### config.mk
export PLATFORM = sky130hd
export DESIGN_NAME = gray_bank_ptr_ctrl_flat
export DESIGN_NICKNAME = d
export VERILOG_FILES = /design/src/rtl/gray_bank_ptr_ctrl_pkg.sv /design/src/rtl/gray_bank_ptr_ctrl_if.sv /design/src/rtl/gray_bank_ptr_ctrl_gray_ptr_2bit.sv /design/src/rtl/gray_bank_ptr_ctrl.sv /design/src/flat_wrapper.sv
export SDC_FILE = /design/constraint.sdc
export NUM_CORES = 1
export LEC_CHECK = 0
export ABC_AREA = 1
export CAP_MARGIN = 0
export CORE_MARGIN = 3
export CORE_UTILIZATION = 30
export DETAILED_ROUTE_END_ITERATION = 8
export HOLD_SLACK_MARGIN = 0.1
export PLACE_DENSITY_LB_ADDON = 0.12
export SETUP_SLACK_MARGIN = 0.4
export SLEW_MARGIN = 15
export SYNTH_ARGS = -nofsm -noshare
export SYNTH_HDL_FRONTEND = slang
export SYNTH_SLANG_ARGS = --single-unit
### constraint.sdc
create_clock -name clk -period 1.6 [get_ports clk]
set_input_delay 0.24 -clock clk [delete_from_list [all_inputs] [get_ports clk]]
set_output_delay 0.24 -clock clk [all_outputs]
set_load 0.05 [all_outputs]
### src/rtl/gray_bank_ptr_ctrl_pkg.sv
// ============================================================================
// Module  : gray_bank_ptr_ctrl_pkg
// Brief   : Bank gray constants, widths and decode helpers for the 4-bank
//           codeword buffer pointer controller.
// Revision: 1.0 - initial release
// ============================================================================
`default_nettype none

package gray_bank_ptr_ctrl_pkg;

  localparam int LENGTH   = 2;
  localparam int CNT_W    = 3;
  localparam int NUM_BANK = 4;

  localparam logic [LENGTH-1:0] GC_BANK0 = 2'b00;
  localparam logic [LENGTH-1:0] GC_BANK1 = 2'b01;
  localparam logic [LENGTH-1:0] GC_BANK2 = 2'b11;
  localparam logic [LENGTH-1:0] GC_BANK3 = 2'b10;

  localparam logic [CNT_W-1:0] CNT_EMPTY = '0;
  localparam logic [CNT_W-1:0] CNT_FULL  = CNT_W'(NUM_BANK);

  function automatic logic [LENGTH-1:0] gc_next(input logic [LENGTH-1:0] gc);
    logic [LENGTH-1:0] nxt;
    nxt = GC_BANK0;
    case (gc)
      GC_BANK0: nxt = GC_BANK1;
      GC_BANK1: nxt = GC_BANK2;
      GC_BANK2: nxt = GC_BANK3;
      GC_BANK3: nxt = GC_BANK0;
      default:  nxt = GC_BANK0;
    endcase
    return nxt;
  endfunction

  function automatic logic [NUM_BANK-1:0] gc_to_onehot(input logic [LENGTH-1:0] gc);
    logic [NUM_BANK-1:0] sel;
    sel = 4'b0001;
    case (gc)
      GC_BANK0: sel = 4'b0001;
      GC_BANK1: sel = 4'b0010;
      GC_BANK2: sel = 4'b0100;
      GC_BANK3: sel = 4'b1000;
      default:  sel = 4'b0001;
    endcase
    return sel;
  endfunction

endpackage

`default_nettype wire

### src/rtl/gray_bank_ptr_ctrl_if.sv
// ============================================================================
// Module  : gray_bank_ptr_ctrl_if
// Brief   : Enable/strobe inputs and pointer/status outputs of the bank
//           pointer controller; master drives strobes, slave is the controller.
// Revision: 1.0 - initial release
// ============================================================================
`default_nettype none

interface gray_bank_ptr_ctrl_if;
  import gray_bank_ptr_ctrl_pkg::*;

  logic                in_ctr_en;
  logic                in_wr_done;
  logic                in_rd_done;
  logic [LENGTH-1:0]   out_wr_GC;
  logic [LENGTH-1:0]   out_rd_GC;
  logic [NUM_BANK-1:0] out_wr_sel;
  logic [NUM_BANK-1:0] out_rd_sel;
  logic [CNT_W-1:0]    out_cnt;
  logic                out_full;
  logic                out_empty;
  logic                out_err;

  modport master (
    output in_ctr_en, in_wr_done, in_rd_done,
    input  out_wr_GC, out_rd_GC, out_wr_sel, out_rd_sel,
    input  out_cnt, out_full, out_empty, out_err
  );

  modport slave (
    input  in_ctr_en, in_wr_done, in_rd_done,
    output out_wr_GC, out_rd_GC, out_wr_sel, out_rd_sel,
    output out_cnt, out_full, out_empty, out_err
  );

endinterface

`default_nettype wire

### src/rtl/gray_bank_ptr_ctrl_gray_ptr_2bit.sv
// ============================================================================
// Module  : gray_ptr_2bit
// Brief   : 2-bit gray bank pointer, steps 00->01->11->10->00 on step_i.
// Revision: 1.0 - initial release
// ============================================================================
`default_nettype none

module gray_ptr_2bit
  import gray_bank_ptr_ctrl_pkg::*;
(
  input  wire logic              clk,
  input  wire logic              in_ctr_Arst_n,
  input  wire logic              in_ctr_Srst,
  input  wire logic              step_i,
  output logic [LENGTH-1:0]      gc_o
);

  logic [LENGTH-1:0] gc_q;
  logic [LENGTH-1:0] gc_d;

  always_comb begin
    gc_d = gc_q;
    if (in_ctr_Srst) begin
      gc_d = GC_BANK0;
    end else if (step_i) begin
      gc_d = gc_next(gc_q);
    end
  end

  always_ff @(posedge clk or negedge in_ctr_Arst_n) begin
    if (!in_ctr_Arst_n) begin
      gc_q <= GC_BANK0;
    end else begin
      gc_q <= gc_d;
    end
  end

  assign gc_o = gc_q;

endmodule

`default_nettype wire

### src/rtl/gray_bank_ptr_ctrl.sv
// ============================================================================
// Module  : gray_bank_ptr_ctrl
// Brief   : Write/read gray bank pointers and occupancy for a 4-bank buffer.
//           Optional sticky dropped-strobe error: define GRAY_BANK_ERR_EN.
// Revision: 1.0 - initial release
// ============================================================================
`default_nettype none

module gray_bank_ptr_ctrl
  import gray_bank_ptr_ctrl_pkg::*;
(
  input  wire logic           clk,
  input  wire logic           in_ctr_Arst_n,
  input  wire logic           in_ctr_Srst,
  gray_bank_ptr_ctrl_if.slave bus
);

  logic [CNT_W-1:0]  cnt_q;
  logic [CNT_W-1:0]  cnt_d;
  logic              w_full;
  logic              w_empty;
  logic              w_wr_acc;
  logic              w_rd_acc;
  logic [LENGTH-1:0] w_wr_gc;
  logic [LENGTH-1:0] w_rd_gc;

  assign w_full  = (cnt_q == CNT_FULL);
  assign w_empty = (cnt_q == CNT_EMPTY);

  // Acceptance looks at the pre-edge flags, so a full buffer still takes a read
  assign w_wr_acc = bus.in_ctr_en & bus.in_wr_done & ~w_full;
  assign w_rd_acc = bus.in_ctr_en & bus.in_rd_done & ~w_empty;

  gray_ptr_2bit u_wr_ptr (
    .clk           (clk),
    .in_ctr_Arst_n (in_ctr_Arst_n),
    .in_ctr_Srst   (in_ctr_Srst),
    .step_i        (w_wr_acc),
    .gc_o          (w_wr_gc)
  );

  gray_ptr_2bit u_rd_ptr (
    .clk           (clk),
    .in_ctr_Arst_n (in_ctr_Arst_n),
    .in_ctr_Srst   (in_ctr_Srst),
    .step_i        (w_rd_acc),
    .gc_o          (w_rd_gc)
  );

  always_comb begin
    cnt_d = cnt_q;
    if (in_ctr_Srst) begin
      cnt_d = CNT_EMPTY;
    end else if (w_wr_acc && !w_rd_acc) begin
      cnt_d = cnt_q + 1'b1;
    end else if (!w_wr_acc && w_rd_acc) begin
      cnt_d = cnt_q - 1'b1;
    end
  end

  always_ff @(posedge clk or negedge in_ctr_Arst_n) begin
    if (!in_ctr_Arst_n) begin
      cnt_q <= CNT_EMPTY;
    end else begin
      cnt_q <= cnt_d;
    end
  end

`ifdef GRAY_BANK_ERR_EN
  logic err_q;
  logic err_d;
  logic w_drop;

  assign w_drop = bus.in_ctr_en &
                  ((bus.in_wr_done & w_full) | (bus.in_rd_done & w_empty));

  always_comb begin
    err_d = err_q;
    if (in_ctr_Srst) begin
      err_d = 1'b0;
    end else if (w_drop) begin
      err_d = 1'b1;
    end
  end

  always_ff @(posedge clk or negedge in_ctr_Arst_n) begin
    if (!in_ctr_Arst_n) begin
      err_q <= 1'b0;
    end else begin
      err_q <= err_d;
    end
  end

  assign bus.out_err = err_q;
`else
  assign bus.out_err = 1'b0;
`endif

  assign bus.out_wr_GC  = w_wr_gc;
  assign bus.out_rd_GC  = w_rd_gc;
  assign bus.out_wr_sel = gc_to_onehot(w_wr_gc);
  assign bus.out_rd_sel = gc_to_onehot(w_rd_gc);
  assign bus.out_cnt    = cnt_q;
  assign bus.out_full   = w_full;
  assign bus.out_empty  = w_empty;

endmodule

`default_nettype wire

### src/flat_wrapper.sv
// flat-port wrapper written by rule: the top's interface ports become plain ports
module gray_bank_ptr_ctrl_flat import gray_bank_ptr_ctrl_pkg::*;
  (clk, in_ctr_Arst_n, in_ctr_Srst, bus_in_ctr_en, bus_in_wr_done, bus_in_rd_done, bus_out_wr_GC, bus_out_rd_GC, bus_out_wr_sel, bus_out_rd_sel, bus_out_cnt, bus_out_full, bus_out_empty, bus_out_err);
  gray_bank_ptr_ctrl_if bus_i ();
  input  wire logic clk;
  input  wire logic in_ctr_Arst_n;
  input  wire logic in_ctr_Srst;
  input wire logic [$bits(bus_i.in_ctr_en)-1:0] bus_in_ctr_en;
  input wire logic [$bits(bus_i.in_wr_done)-1:0] bus_in_wr_done;
  input wire logic [$bits(bus_i.in_rd_done)-1:0] bus_in_rd_done;
  output wire logic [$bits(bus_i.out_wr_GC)-1:0] bus_out_wr_GC;
  output wire logic [$bits(bus_i.out_rd_GC)-1:0] bus_out_rd_GC;
  output wire logic [$bits(bus_i.out_wr_sel)-1:0] bus_out_wr_sel;
  output wire logic [$bits(bus_i.out_rd_sel)-1:0] bus_out_rd_sel;
  output wire logic [$bits(bus_i.out_cnt)-1:0] bus_out_cnt;
  output wire logic [$bits(bus_i.out_full)-1:0] bus_out_full;
  output wire logic [$bits(bus_i.out_empty)-1:0] bus_out_empty;
  output wire logic [$bits(bus_i.out_err)-1:0] bus_out_err;
  assign bus_i.in_ctr_en = bus_in_ctr_en;
  assign bus_i.in_wr_done = bus_in_wr_done;
  assign bus_i.in_rd_done = bus_in_rd_done;
  assign bus_out_wr_GC = bus_i.out_wr_GC;
  assign bus_out_rd_GC = bus_i.out_rd_GC;
  assign bus_out_wr_sel = bus_i.out_wr_sel;
  assign bus_out_rd_sel = bus_i.out_rd_sel;
  assign bus_out_cnt = bus_i.out_cnt;
  assign bus_out_full = bus_i.out_full;
  assign bus_out_empty = bus_i.out_empty;
  assign bus_out_err = bus_i.out_err;
  gray_bank_ptr_ctrl u_core (.clk(clk), .in_ctr_Arst_n(in_ctr_Arst_n), .in_ctr_Srst(in_ctr_Srst), .bus(bus_i));
endmodule
==> results of run 1 <==
[critical path, stage by stage (launching register included)]
cell,delay (ns)
dfrtp_2,0.42
nor2_4,0.14
a21oi_2,0.08
nand2_2,0.08
inv_2,0.04
fa_2,0.32
xor2_1,0.15
inv_1,0.05
nand2_1,0.05
nand3_1,0.07
nand2_1,0.05
[cell usage after synthesis]
master   count  area share
inv_2        1      0.0075
nand4_1      3       0.037
xor2_1       1       0.017
nand3_2      1       0.020
nand3_1      5       0.050
fa_1         1       0.040
nand2_1     16        0.12
nand2_2      3       0.037
nor2_4       1       0.022
a21oi_2      1       0.017
a21oi_4      1       0.032
inv_1       15        0.11
buf_4        2       0.030
o21ai_0      4       0.040
conb_1       1      0.0075
nor2_1       8       0.060
dfrtp_1      7        0.35
[cells in the final DEF (no fill, tap or decap), drive strengths merged]
| master | count |
|---|---|
| nand3 | 6 |
| buf | 39 |
| nand2 | 19 |
| fa | 1 |
| nor2 | 9 |
| clkbuf | 4 |
| inv | 13 |
| dfrtp | 7 |
| o21ai | 4 |
| clkinvlp | 3 |
| a21oi | 2 |
| clkdlybuf4s50 | 4 |
| xor2 | 1 |
| dlygate4sd2 | 1 |
| conb | 1 |
| nand4 | 3 |
[area by class of cell]
| class | count | area (um^2) | area share |
|---|---|---|---|
| Clock buffer | 4 | 26.3 | 0.0221 |
| Inverter | 16 | 71.3 | 0.0600 |
| Multi-Input combinational cell | 46 | 314 | 0.264 |
| Sequential cell | 7 | 184 | 0.155 |
| Tap cell | 16 | 20.0 | 0.0168 |
| Timing Repair Buffer | 44 | 573 | 0.482 |
[kinds of logic after synthesis]
logic type                 after synthesis  synth area share
other                                    1           0.00747
AOI/OAI and AO/OA                        6            0.0898
buffers and inverters                   18             0.150
and+or+nand+nor                         37             0.347
adders and majority gates                1            0.0399
DFF                                      7             0.349
xor gates and xnor gates                 1            0.0175
[flip-flops by register name, summed over array words and instances, names as in the netlist]
| signal | count |
|---|---|
| u_core.bus.out_cnt | 3 |
| u_core.u_rd_ptr.gc_o | 2 |
| u_core.u_wr_ptr.gc_o | 2 |
[metrics by stage]
step	util	setup TNS (ns)	area (um^2)	std cells
detailed placement	0.640	-0.448	987	115
global placement	0.640	-0.381	987	115
global route	0.771	-0.143	1190	133
finish	0.771	0	1190	133
CTS	0.745	0	1150	131
floorplan	-	-0.321	569	71
[path summary, 6_finish.rpt]
check | end | slack (ns) | cells after the start
min reg2reg | u_core.u_wr_ptr.gc_o[1]$_DFFE_PN0P_ | 0.64 | 2
max in group asynchronous | u_core.u_wr_ptr.gc_o[1]$_DFFE_PN0P_ | 1.09 | 1
min in group clk | u_core.u_rd_ptr.gc_o[1]$_DFFE_PN0P_ | 0.59 | 6
max | u_core.bus.out_cnt[2]$_DFFE_PN0P_ | 0.03 | 10
min | u_core.bus.out_cnt[2]$_DFFE_PN0P_ | 0.25 | 1
max reg2reg | u_core.bus.out_cnt[2]$_DFFE_PN0P_ | 0.03 | 10
[what timing repair did]
| action | in CTS | in global routing |
|---|---|---|
| buffers inserted | 12 | 2 |
| resized for setup | 14 | 11 |
| endpoints found under the hold margin | 0 | 0 |
| endpoints found under the setup margin | 16 | 22 |
| pin swaps | 8 | 2 |
[routing by layer]
layer  vias up  track usage  routed length [um]  part of all wire
met5         -            0                   0                 0
met4         0        0.116                  43             0.030
met3         4       0.0230                  90             0.063
met2        23        0.236                 706              0.50
met1       272        0.190                 584              0.41
li1        304            -                   -                 -
[power by group]
group / internal, uW / total (uW) / switching, uW
registers: 223 / 285 / 62.3
clock network: 95.0 / 158 / 62.6
logic: 581 / 1210 / 633
==> summary.md, run 1 <==
| Metric | Value |
|---|---|
| ANT cells | `0` |
| Routed WL per cell | `between 10 and 15 um` |
| Leakage Power | `roughly 0.00056 uW` |
| Max-capacitance violation count | `0` |
| GRT Overall Usage | `0.153` |
| Worst ir drop on vdd | `around 1 mV` |
| CP max FO | `3` |
| Worst Hold Class | `input port to async pin` |
| Clk_skew | `around 0.0047 ns` |
| Pwr dens | `about 1400 mW/mm^2` |
| Avg Cell Area, Syn | `7.07 um^2` |
| Place WS | `-0.254 ns` |
| Final net count | `approximately 130` |
| Mapped Nets | `78` |
| Fin crit period | `1.57 ns` |
| Initial antenna violation count | `0` |
| Initial Util | `0.325` |
| PortBufs | `22` |
| Worst Setup SP | `u_core.bus.out_cnt[0]$_DFFE_PN0P_` |
| GR Overflow Total | `0` |
| Peak Freq | `0.638 GHz` |
| Die H | `~47 um` |
| Clock Latency Late Sink | `0.25 ns` |
| Vias in the first global route | `around 550` |
| Worst EP required | `between 1.5 and 2 ns` |
| Hold Vio Cnt, Final | `0` |
| Fillers | `a little over 90` |
| Core footprint | `about 0.0015 mm^2` |
| Drt drc | `0` |
| Die area | `around 0.0022 mm^2` |
| Synth Cell Area | `approximately 500 um^2` |
| Detail-routed via count per cell | `about 4.5` |
| Layout cells sized above 1 | `0.650` |
| Total wire length | `~1400 um` |
| ANT nets after route | `0` |
| Gp weighted congestion | `approximately 0.7` |
| CTS Sinks | `7` |
| Initial DRC count | `10` |
| Crit Reg-Reg Startpoint | `u_core.bus.out_cnt[0]$_DFFE_PN0P_` |
| Max H-tree Level | `1` |
| CP Data Arrival Time | `approximately 1.7 ns` |
| Unrepaired setup endpoints after global routing | `yes` |
| DIE WIDTH | `around 47 um` |
| Mapped Cells | `71` |
| Period utilisation layout | `0.980` |
| First-pass GRT wire length | `2350 um` |
| Seq/Total Area, Yosys | `0.349` |
| Largest net degree at the start of global routing | `12` |
| CTS tree | `built` |
| Crit Path Category | `flip-flop to flip-flop` |
| CP Capture Type | `flip-flop` |
| Max Slew Vio Count | `0` |
| Slack of the critical path | `approximately 0.032 ns` |
| Ys Warns | `0` |
| CTS Hold Bufs | `0` |
| Area delta synth->final | `137%` |
| Rows | `14` |
| Vias | `about 600` |
| Hold slack | `approximately 0.25 ns` |
| # setup viols final | `0` |
| Clock Tree Buf Depth | `2` |
| IO Pins | `24` |
| Element type at the critical path start | `flip-flop` |
| Total power | `~1700 uW` |
| Clk slew on worst S/H paths | `about 0.050 ns` |
| Register bit count reported by yosys | `7` |
| Synth cell types | `17` |
| Clock root cell | `clkbuf_4` |
| Post-DP HPWL | `946 um` |
| Status | `finished clean` |
| CTS buffer count | `3` |
| Pre-antenna DRT Iters | `4` |
No activity file was read; power rests on OpenSTA's default activity.
==> run 2: changes to the inputs <==
--- a/config.mk
+++ b/config.mk
@@ -8,7 +8,7 @@
 export ABC_AREA = 1
 export CAP_MARGIN = 0
 export CORE_MARGIN = 3
-export CORE_UTILIZATION = 30
+export CORE_UTILIZATION = 35
 export DETAILED_ROUTE_END_ITERATION = 8
 export HOLD_SLACK_MARGIN = 0.1
 export PLACE_DENSITY_LB_ADDON = 0.12
@@ -17,3 +17,4 @@
 export SYNTH_ARGS = -nofsm -noshare
 export SYNTH_HDL_FRONTEND = slang
 export SYNTH_SLANG_ARGS = --single-unit
+export TNS_END_PERCENT = 20
==> run 2 against run 1 <==
Combinational power down 12%. Flip-flop and latch count unchanged. Design area down 16%. Sequential power about the same. Critical path depth unchanged. Wire length down 10%. Worst hold slack worse by 0.0049 ns. Clock power about the same. Setup slack worse by 0.030 ns. Critical endpoint unchanged. Final cell count down 9.8%. Fmax down 1.9%. Critical path type unchanged. Total power down 9.0%.
==> summary.md, run 2 (synthesized netlist as in run 1, its figures left out) <==
| Metric | Value |
|---|---|
| Status | `finished clean` |
| First-pass GRT wire length | `between 2000 and 2500 um` |
| Max-capacitance violation count | `0` |
| Gp weighted congestion | `roughly 0.79` |
| Core footprint | `roughly 0.0013 mm^2` |
| Most frequent cells in the layout | `14 x nand2_1, 13 x buf_4, 11 x buf_12, 9 x inv_1, 7 x inv_2` |
| Period utilisation layout | `0.999` |
| Detail-routed via count per cell | `approximately 4.4` |
| Pwr dens | `between 1500 and 2000 mW/mm^2` |
| Setup TNS | `0 ns` |
| Area of placed instances | `~900 um^2` |
| Crit-path slowest cell | `dfrtp_2` |
| Worst Hold Class | `input port to async pin` |
| Clk_skew | `approximately 0.0017 ns` |
| Crit Path Category | `flip-flop to flip-flop` |
| CTS buffer count | `3` |
| DP Cell Count | `approximately 110` |
| ANT nets after route | `0` |
| Total power | `between 1500 and 2000 uW` |
| Post-DP HPWL | `~1000 um` |
| CP Data Arrival Time | `approximately 1.7 ns` |
| Clk slew on worst S/H paths | `approximately 0.05 ns` |
| # setup viols final | `0` |
| Die area | `roughly 0.0019 mm^2` |
| Unrepaired setup endpoints after global routing | `yes` |
| ANT cells | `0` |
| Crit Reg-Reg Startpoint | `u_core.bus.out_cnt[0]$_DFFE_PN0P_` |
| CTS tree | `built` |
| Die H | `~44 um` |
| Largest net degree at the start of global routing | `12` |
| Max Slew Vio Count | `0` |
| Area delta synth->final | `99.3%` |
| DIE WIDTH | `43.9 um` |
| Cell family with most CP delay | `flip-flops` |
| Initial DRC count | `6` |
| Most common cell on crit path | `nand2_1` |
| Worst Path Buf+Inv | `2` |
| Design Area, Final | `about 1000 um^2` |
| GR Overflow Total | `0` |
| M2 GR Usage | `0.241` |
| Initial Util | `0.381` |
| IO Pins | `24` |
| Layout cells sized above 1 | `0.562` |
| Setup slack, reg-to-reg | `about 0.0013 ns` |
| Met1 usage | `0.169` |
| CTS Sinks | `7` |
| Pre-antenna DRT Iters | `4` |
| Max H-tree Level | `1` |
| Worst R2R Path Depth | `10` |
| Worst ir drop on vdd | `0.987 mV` |
| Final net count | `roughly 110` |
| Worst EP required | `1.74 ns` |
| Clock root cell | `clkbuf_4` |
| Leakage Power | `slightly above 0.0005 uW` |
| CTS Hold Bufs | `0` |
| Drt drc | `0` |
| Clock Latency Late Sink | `0.25 ns` |
| PortBufs | `22` |
| Leading cell type in the layout, fill and taps excluded | `nand2_1` |
| CP cell instances | `nor2_4 > a21oi_2 > nand2_2 > inv_2 > fa_2 > xor2_2 > inv_1 > nand2_1 > nand3_1 > nand2_1` |
| GR Util met3 | `0.0415` |
| FF-to-FF End | `u_core.bus.out_cnt[2]$_DFFE_PN0P_` |
| CP Capture Type | `flip-flop` |
| Max stage delay on crit path | `around 0.42 ns` |
| Rows | `13` |
| Routed WL per cell | `roughly 11 um` |
| Vias | `around 530` |
| Element type at the critical path start | `flip-flop` |
| Hold Vio Cnt, Final | `0` |
| Initial antenna violation count | `0` |
| Fin crit period | `1.60 ns` |
| Vias in the first global route | `slightly above 500` |
| Layout Cells excl Fill | `120` |
| GRT Overall Usage | `0.145` |
| Most Used Layer, Global Route | `met2` |
| Clock Tree Buf Depth | `2` |
| Peak Freq | `between 0.6 and 0.7 GHz` |
| Worst path depth | `10` |
| Largest register FFs | `3` |
| CP max FO | `3` |
| Total wire length | `between 1000 and 1500 um` |
==> run 2: cell count changes in the layout (fill, tap and decap cells not counted), sizes merged <==
cell          before  now
clkinvlp           3    0
buf               39   27
dlygate4sd2        1    0
dlymetal6s2s       0    1
inv               13   16
==> run 2: worst max-delay path by stage <==
stage / start / to / slack, ns
after floorplan: u_core.bus.out_cnt[0]$_DFFE_PN0P_ / u_core.bus.out_cnt[2]$_DFFE_PN0P_ / -0.20
after global placement: bus_in_ctr_en / u_core.bus.out_cnt[2]$_DFFE_PN0P_ / -0.22
after detailed placement: bus_in_ctr_en / u_core.bus.out_cnt[2]$_DFFE_PN0P_ / -0.24
after CTS: u_core.bus.out_cnt[0]$_DFFE_PN0P_ / u_core.bus.out_cnt[2]$_DFFE_PN0P_ / 0.02
after global routing: u_core.bus.out_cnt[0]$_DFFE_PN0P_ / u_core.bus.out_cnt[2]$_DFFE_PN0P_ / -0.11
final: u_core.bus.out_cnt[0]$_DFFE_PN0P_ / u_core.bus.out_cnt[2]$_DFFE_PN0P_ / 0.001
==> run 2: final cells by class <==
type                       count  area (um^2)
tap                           15         18.8
multi-input combinational     46          302
timing repair buffer          32          412
inverter                      16         60.1
sequential                     7          181
clock buffer                   4         26.3
fill                         100          318
==> run 2: what timing repair did <==
action                                  CTS  global route
gates resized for setup                   2            21
pin swaps                                 0             6
endpoints found under the setup margin   15            19
buffers inserted                          1             1
==> run 2: where the power goes <==
group          total, uW  switching [uW]  internal [uW]
combinational       1060             584            478
clock                160            64.5           95.1
sequential           286            64.0            222
==> run 2: worst register-to-register path, cell delays in order (launching register included) <==
cell and delay (ns):
dfrtp_2 0.42, nor2_4 0.14, a21oi_2 0.08, nand2_2 0.08, inv_2 0.04, fa_2 0.35
xor2_2 0.16, inv_1 0.05, nand2_1 0.04, nand3_1 0.07, nand2_1 0.05
==> run 2: layer usage <==
metal / part of all wire / wire length (um)
met3: 0.058 / 74
met1: 0.45 / 579
met4: 0.013 / 16
met2: 0.48 / 608
met5: 0 / 0
==> run 2: stage by stage <==
stage | util | hold WS (ns) | setup WS, ns
after global routing | 0.759 | 0.258 | -0.105
after global placement | 0.680 | 0.514 | -0.224
after floorplan | - | -0.0556 | -0.197
after CTS | 0.708 | 0.246 | 0.0191
final | 0.759 | 0.243 | 0.00131
after detailed placement | 0.680 | 0.519 | -0.237
